## config.mk

```make
export PLATFORM = sky130hd
export DESIGN_NAME = apb_slave_timer
export DESIGN_NICKNAME = d
export VERILOG_FILES = /design/src/rtl/apb_slave_timer_pkg.sv /design/src/rtl/apb_slave_timer_counter.sv /design/src/rtl/apb_slave_timer.sv
export SDC_FILE = /design/constraint.sdc
export NUM_CORES = 1
export LEC_CHECK = 0
export ABC_AREA = 1
export BUFFER_PORTS_ARGS = -buffer_cell sky130_fd_sc_hd__buf_2
export CAP_MARGIN = 40
export CORE_MARGIN = 5
export CORE_UTILIZATION = 42
export CTS_CLUSTER_DIAMETER = 60
export DETAILED_ROUTE_END_ITERATION = 8
export HOLD_SLACK_MARGIN = 0.05
export PLACE_DENSITY = 0.71
export RECOVER_POWER = 100
export SYNTH_ARGS = -nofsm -noshare
export SYNTH_HDL_FRONTEND = slang
export SYNTH_HIERARCHICAL = 1
export SYNTH_SLANG_ARGS = --single-unit
```

## constraint.sdc

```tcl
create_clock -name pclk -period 2 [get_ports pclk]
set_clock_uncertainty 0.15 [all_clocks]
set_input_delay 0.2 -clock pclk [delete_from_list [all_inputs] [get_ports pclk]]
set_output_delay 0.2 -clock pclk [all_outputs]
set_load 0.05 [all_outputs]
```

## src/rtl/apb_slave_timer_pkg.sv

```systemverilog
// Shared constants for the APB timer: register offsets, CTRL bit positions, default base.
// Imported by the top-level decode and register file.
package apb_timer_pkg;

  localparam logic [31:0] BASE_ADDR_DEFAULT = 32'h0000_A000;

  localparam int OFS_PERIOD = 0;
  localparam int OFS_CTRL   = 1;
  localparam int OFS_COUNT  = 2;

  localparam int CTRL_EN  = 0;
  localparam int CTRL_CLR = 1;

endpackage

```

## src/rtl/apb_slave_timer_counter.sv

```systemverilog
// Up-counter with period expiry: count/timeout update one edge after en/period are sampled.
// No backpressure; clr zeroes the count on the same edge and never suppresses an expiry pulse.
module timer_counter #(
  parameter int W = 8
) (
  input  logic         clk,
  input  logic         rst,
  input  logic         en,
  input  logic         clr,
  input  logic [W-1:0] period,
  output logic [W-1:0] count,
  output logic         timeout
);

  always_ff @(posedge clk) begin
    if (rst) begin
      count   <= '0;
      timeout <= 1'b0;
    end else begin
      timeout <= 1'b0;
      if (en) begin
        // >= lets a shrunken period force expiry rather than running past it
        if (period == '0) begin
          count <= '0;
        end else if (count >= period - W'(1)) begin
          count   <= '0;
          timeout <= 1'b1;
        end else begin
          count <= count + W'(1);
        end
      end
      if (clr) begin
        count <= '0;
      end
    end
  end

endmodule

```

## src/rtl/apb_slave_timer.sv

```systemverilog
// APB zero-wait-state slave holding PERIOD/CTRL/COUNT around an 8-bit expiry timer.
// pready = psel & penable; writes land on the edge ending ACCESS, reads are combinational.
module apb_slave_timer
  import apb_timer_pkg::*;
#(
  parameter int                ADDR_W    = 32,
  parameter int                DATA_W    = 8,
  parameter logic [ADDR_W-1:0] BASE_ADDR = ADDR_W'(BASE_ADDR_DEFAULT)
) (
  input  logic              pclk,
  input  logic              preset,
  input  logic              psel,
  input  logic              penable,
  input  logic [ADDR_W-1:0] paddr,
  input  logic              pwrite,
  input  logic [DATA_W-1:0] pwdata,
  output logic [DATA_W-1:0] prdata,
  output logic              pready,
  output logic              timeout
);

  logic              access;
  logic              wr;
  logic              rd;
  logic              hit_period;
  logic              hit_ctrl;
  logic              hit_count;
  logic              clr;
  logic              en_q;
  logic [DATA_W-1:0] period_q;
  logic [DATA_W-1:0] count;
  logic [DATA_W-1:0] ctrl_rd;

  assign access = psel & penable;
  assign wr     = access & pwrite;
  assign rd     = access & ~pwrite;
  assign pready = access;

  assign hit_period = (paddr == BASE_ADDR + ADDR_W'(OFS_PERIOD));
  assign hit_ctrl   = (paddr == BASE_ADDR + ADDR_W'(OFS_CTRL));
  assign hit_count  = (paddr == BASE_ADDR + ADDR_W'(OFS_COUNT));

  // CLR is a strobe only; it is never stored
  assign clr = wr & hit_ctrl & pwdata[CTRL_CLR];

  always_ff @(posedge pclk) begin
    if (preset) begin
      period_q <= '0;
      en_q     <= 1'b0;
    end else if (wr) begin
      if (hit_period) period_q <= pwdata;
      if (hit_ctrl)   en_q     <= pwdata[CTRL_EN];
    end
  end

  // Counter sees the pre-write en/period, so a start counts from the next edge
  timer_counter #(.W(DATA_W)) u_counter (
    .clk     (pclk),
    .rst     (preset),
    .en      (en_q),
    .clr     (clr),
    .period  (period_q),
    .count   (count),
    .timeout (timeout)
  );

  always_comb begin
    ctrl_rd          = '0;
    ctrl_rd[CTRL_EN] = en_q;
  end

  always_comb begin
    prdata = '0;
    if (rd) begin
      if (hit_period)     prdata = period_q;
      else if (hit_ctrl)  prdata = ctrl_rd;
      else if (hit_count) prdata = count;
    end
  end

endmodule

```

==> flow_summary.ini <==
[status]
status = finished with violations
failing_checks = negative setup slack

[worst_setup_path]
cp_data_arrival_time_ps = 2140
worstPathMaxFanout = 5
critical_path.startpoint_type = flop
crit_path_end = u_counter/count[1]
cp-end-kind = flop
timing.critical_path.cells = inv_1 -> ha_1 -> nand3_1 -> xor2_1 -> inv_1 -> ha_1 -> nand2_1 -> nor2_2 -> nand2_4 -> nand4_1 -> a21oi_1
setup.worst_path.class = flop to flop
setup.reg_to_reg.worst_slack_ps = -150
timing.critical_path.required_ps = 1990
worst_path_dominant_cell_family = simple AND/OR/NAND/NOR gates
rr_startpoint = period_q[1]
startpoint = period_q[1]
slowest_delay_ps = 380
worstRegToRegCells = 11
critical_path_cell_count = 11
critical_path.reg2reg.endpoint = u_counter/count[1]
timing.critical_path.buf_inv = 2
slowest_stage = dfxtp_2

[clock_network]
worst_setup_hold_path_clk_slew_ps = 60
clk_sink_count = 18
cts_tree = yes
clock_tree.htree_level_count = 1
cts_inserted_buffers = 3
clk_latency_ps = 240
cts_buffer_depth = 2
cts.hold.buffers_added = 0
clock_tree.root_cell = clkbuf_8

[drt]
wl_per_cell_microns = 11.1
vias = 1870
first_iter_violations = 45
avgViaCountPerCell = 4.83
drc = 0
drt_pass1_iterations = 4
postRouteWirelength_microns = 4290
ant_nets = 0

[synth]
post_synth_and_or_nand_nor_area_fraction_pct = 46.3
postSynthNetCount = 323
postSynthRegisterBits = 18
dominant_combinational_cell_family_by_area_after_synthesis = simple AND/OR/NAND/NOR gates
synthXorXnorAreaFrac_pct = 3.76
count_of_unique_library_cells_instantiated_by_yosys = 22
synthesized_area_fraction_occupied_by_ao_oa_aoi_and_oai_cells_pct = 9.68
post_synth_fa_ha_maj_area_fraction_pct = 8.45
sequential_element_share_of_the_synthesized_area_pct = 22.1
ys.warnings.count = 6
netlist_instances = 267
synthesis.area_sq_um = 1630
synth.avg_cell_area_sq_um = 6.10
fraction_of_synthesized_area_in_multiplexers_pct = 0

[floorplan]
die_y_microns = 72.3
num_io_pins = 55
starting_density_of_the_core_pct = 43.8
die_extent_in_x_microns = 72.3
core_area_sq_um = 3720
placementRows = 22
design.die.area_sq_um = 5220

[timing]
finalSetupTns_ps = -1090
setup_viol_count_final = 9
achievable-frequency_mhz = 465
timing_hold_violations_final = 0
worst_slew_pin_slew_ps = 603
drv_slew = 0
finalCritPeriodShare_pct = 108
slew_margin_rel_pct = 60.0
whs_ps = 51.5
setup_slack_ps = -151
finalCriticalPeriod_ps = 2150
setup_repair_after_global_routing_missed_its_margin = yes

[cells_and_area]
fin_util_pct = 58.7
fillCellCount = 390
layout-drive-gt1-share_pct = 30.1
area.growth.synth_to_final_pct = 33.8
ant_diodes = 0
layout.cells.non_filler = 387
nets = 397

[grt]
globalRoute.totalOverflow = 0
grt_antenna_before_repair = 0
wire_length_of_the_first_global_routing_pass_microns = 7050
grt_start_max_net_pins = 15
track_usage_pct = 16.6
via_count_of_the_first_global_routing_pass = 1634

[placement]
gpl.final_weighted_congestion = 0.825
number_of_i_o_port_buffers = 54
dp_cells = 381
detailed_place_hpwl_microns = 3420
pre_cts_slack_ps = -112

[run]
cap_violations = 0

[power]
p_leak_nw = 1.12
vdd_ir_drop_max_uv = 276
power_per_cell_area_nw_per_um2 = 316

[worst_hold_path]
min_path_type = input port to flop
min_delay_path_depth = 3
what timing repair did:
item / in CTS / in global routing
setup buffers: 1 / 0
pin swaps: 10 / 3
endpoints found under the setup margin: 9 / 17
cloned: 1 / 1
resized for setup: 8 / 11
layout make-up:
| class | count | area (sq um) | share of cell area, % |
|---|---|---|---|
| sequential | 18 | 364 | 16.7 |
| timing repair buffer | 69 | 388 | 17.8 |
| inverter | 38 | 143 | 6.54 |
| clock buffer | 3 | 41.3 | 1.89 |
| multi-input combinational | 211 | 1180 | 54.3 |
| tap | 48 | 60.1 | 2.76 |
sequential cells by signal, summed over array words and instances (netlist names):
signal and flops:
u_counter/count 8, period_q 8, en_q 1, u_counter/timeout 1
through the flow:
step | area [sq um] | power (mW)
after floorplan | 1630 | 0.400
after global placement | 2050 | 0.452
after detailed placement | 2050 | 0.453
after CTS | 2140 | 0.698
after global routing | 2180 | 0.729
final | 2180 | 0.689
cell usage after synthesis (all sizes together):
master | count | share of area, %
xor2 | 4 | 2.2
dfxtp | 18 | 22
buf | 2 | 0.92
ha | 11 | 8.4
nor2 | 49 | 16
nand4 | 7 | 2.7
nor3 | 2 | 1.2
inv | 38 | 8.8
a21o | 1 | 0.46
nand3 | 18 | 5.8
xnor2 | 3 | 1.6
o21ai | 4 | 1.2
a21oi | 26 | 8.0
nand2 | 84 | 21
cells by family (layout without fill, tap and decap cells):
family	Yosys count	after routing
flip-flops	18	18
adder cells (fa/ha/maj)	11	11
AO/OA/AOI/OAI	31	31
AND/OR/NAND/NOR	160	162
buffers and inverters	40	110
XOR/XNOR	7	7
cells in the final DEF (no fill, tap or decap), types with 4 or more instances in the layout:
master and instances:
nand2_2 6, inv_1 37, nand2_1 77, nor2_2 4, nor2_1 38, o21ai_0 4, a21oi_2 4, nor2_4 5
ha_1 11, nand3_1 17, xor2_1 4, buf_2 49, a21oi_1 22, buf_4 15, dfxtp_1 15, nand4_1 7
layer usage:
layer	track usage, %	vias to the layer above	part of all wire [%]
met3	1.80	4	6.2
met4	5.22	0	1.1
li1	-	989	-
met5	0	-	0
met1	21.3	824	45
met2	28.9	53	48
where the power goes:
part	switching (mW)	internal [mW]	leakage, nW	total (mW)
logic	0.0442	0.0421	0.948	0.0863
registers	0.0000000000133	0.358	0.146	0.358
clock network	0.111	0.133	0.0216	0.244
total	0.155	0.534	1.12	0.689
worst min path at each step:
stage / start / end / slack (ps)
after floorplan: preset / u_counter/timeout / 120
after global placement: pwdata[0] / en_q / 310
after detailed placement: pwdata[0] / en_q / 310
after CTS: pwdata[0] / en_q / 50
after global routing: pwdata[0] / en_q / 80
final: pwdata[0] / en_q / 50
worst register-to-register path: cells and delay by family (launching register included):
family,cells,cell delay (ps)
AND/OR/NAND/NOR,5,670
buffers and inverters,2,130
adder cells (fa/ha/maj),2,500
XOR/XNOR,1,140
AO/OA/AOI/OAI,1,60
flip-flops,1,380
Power figures use the tool's default switching activity.
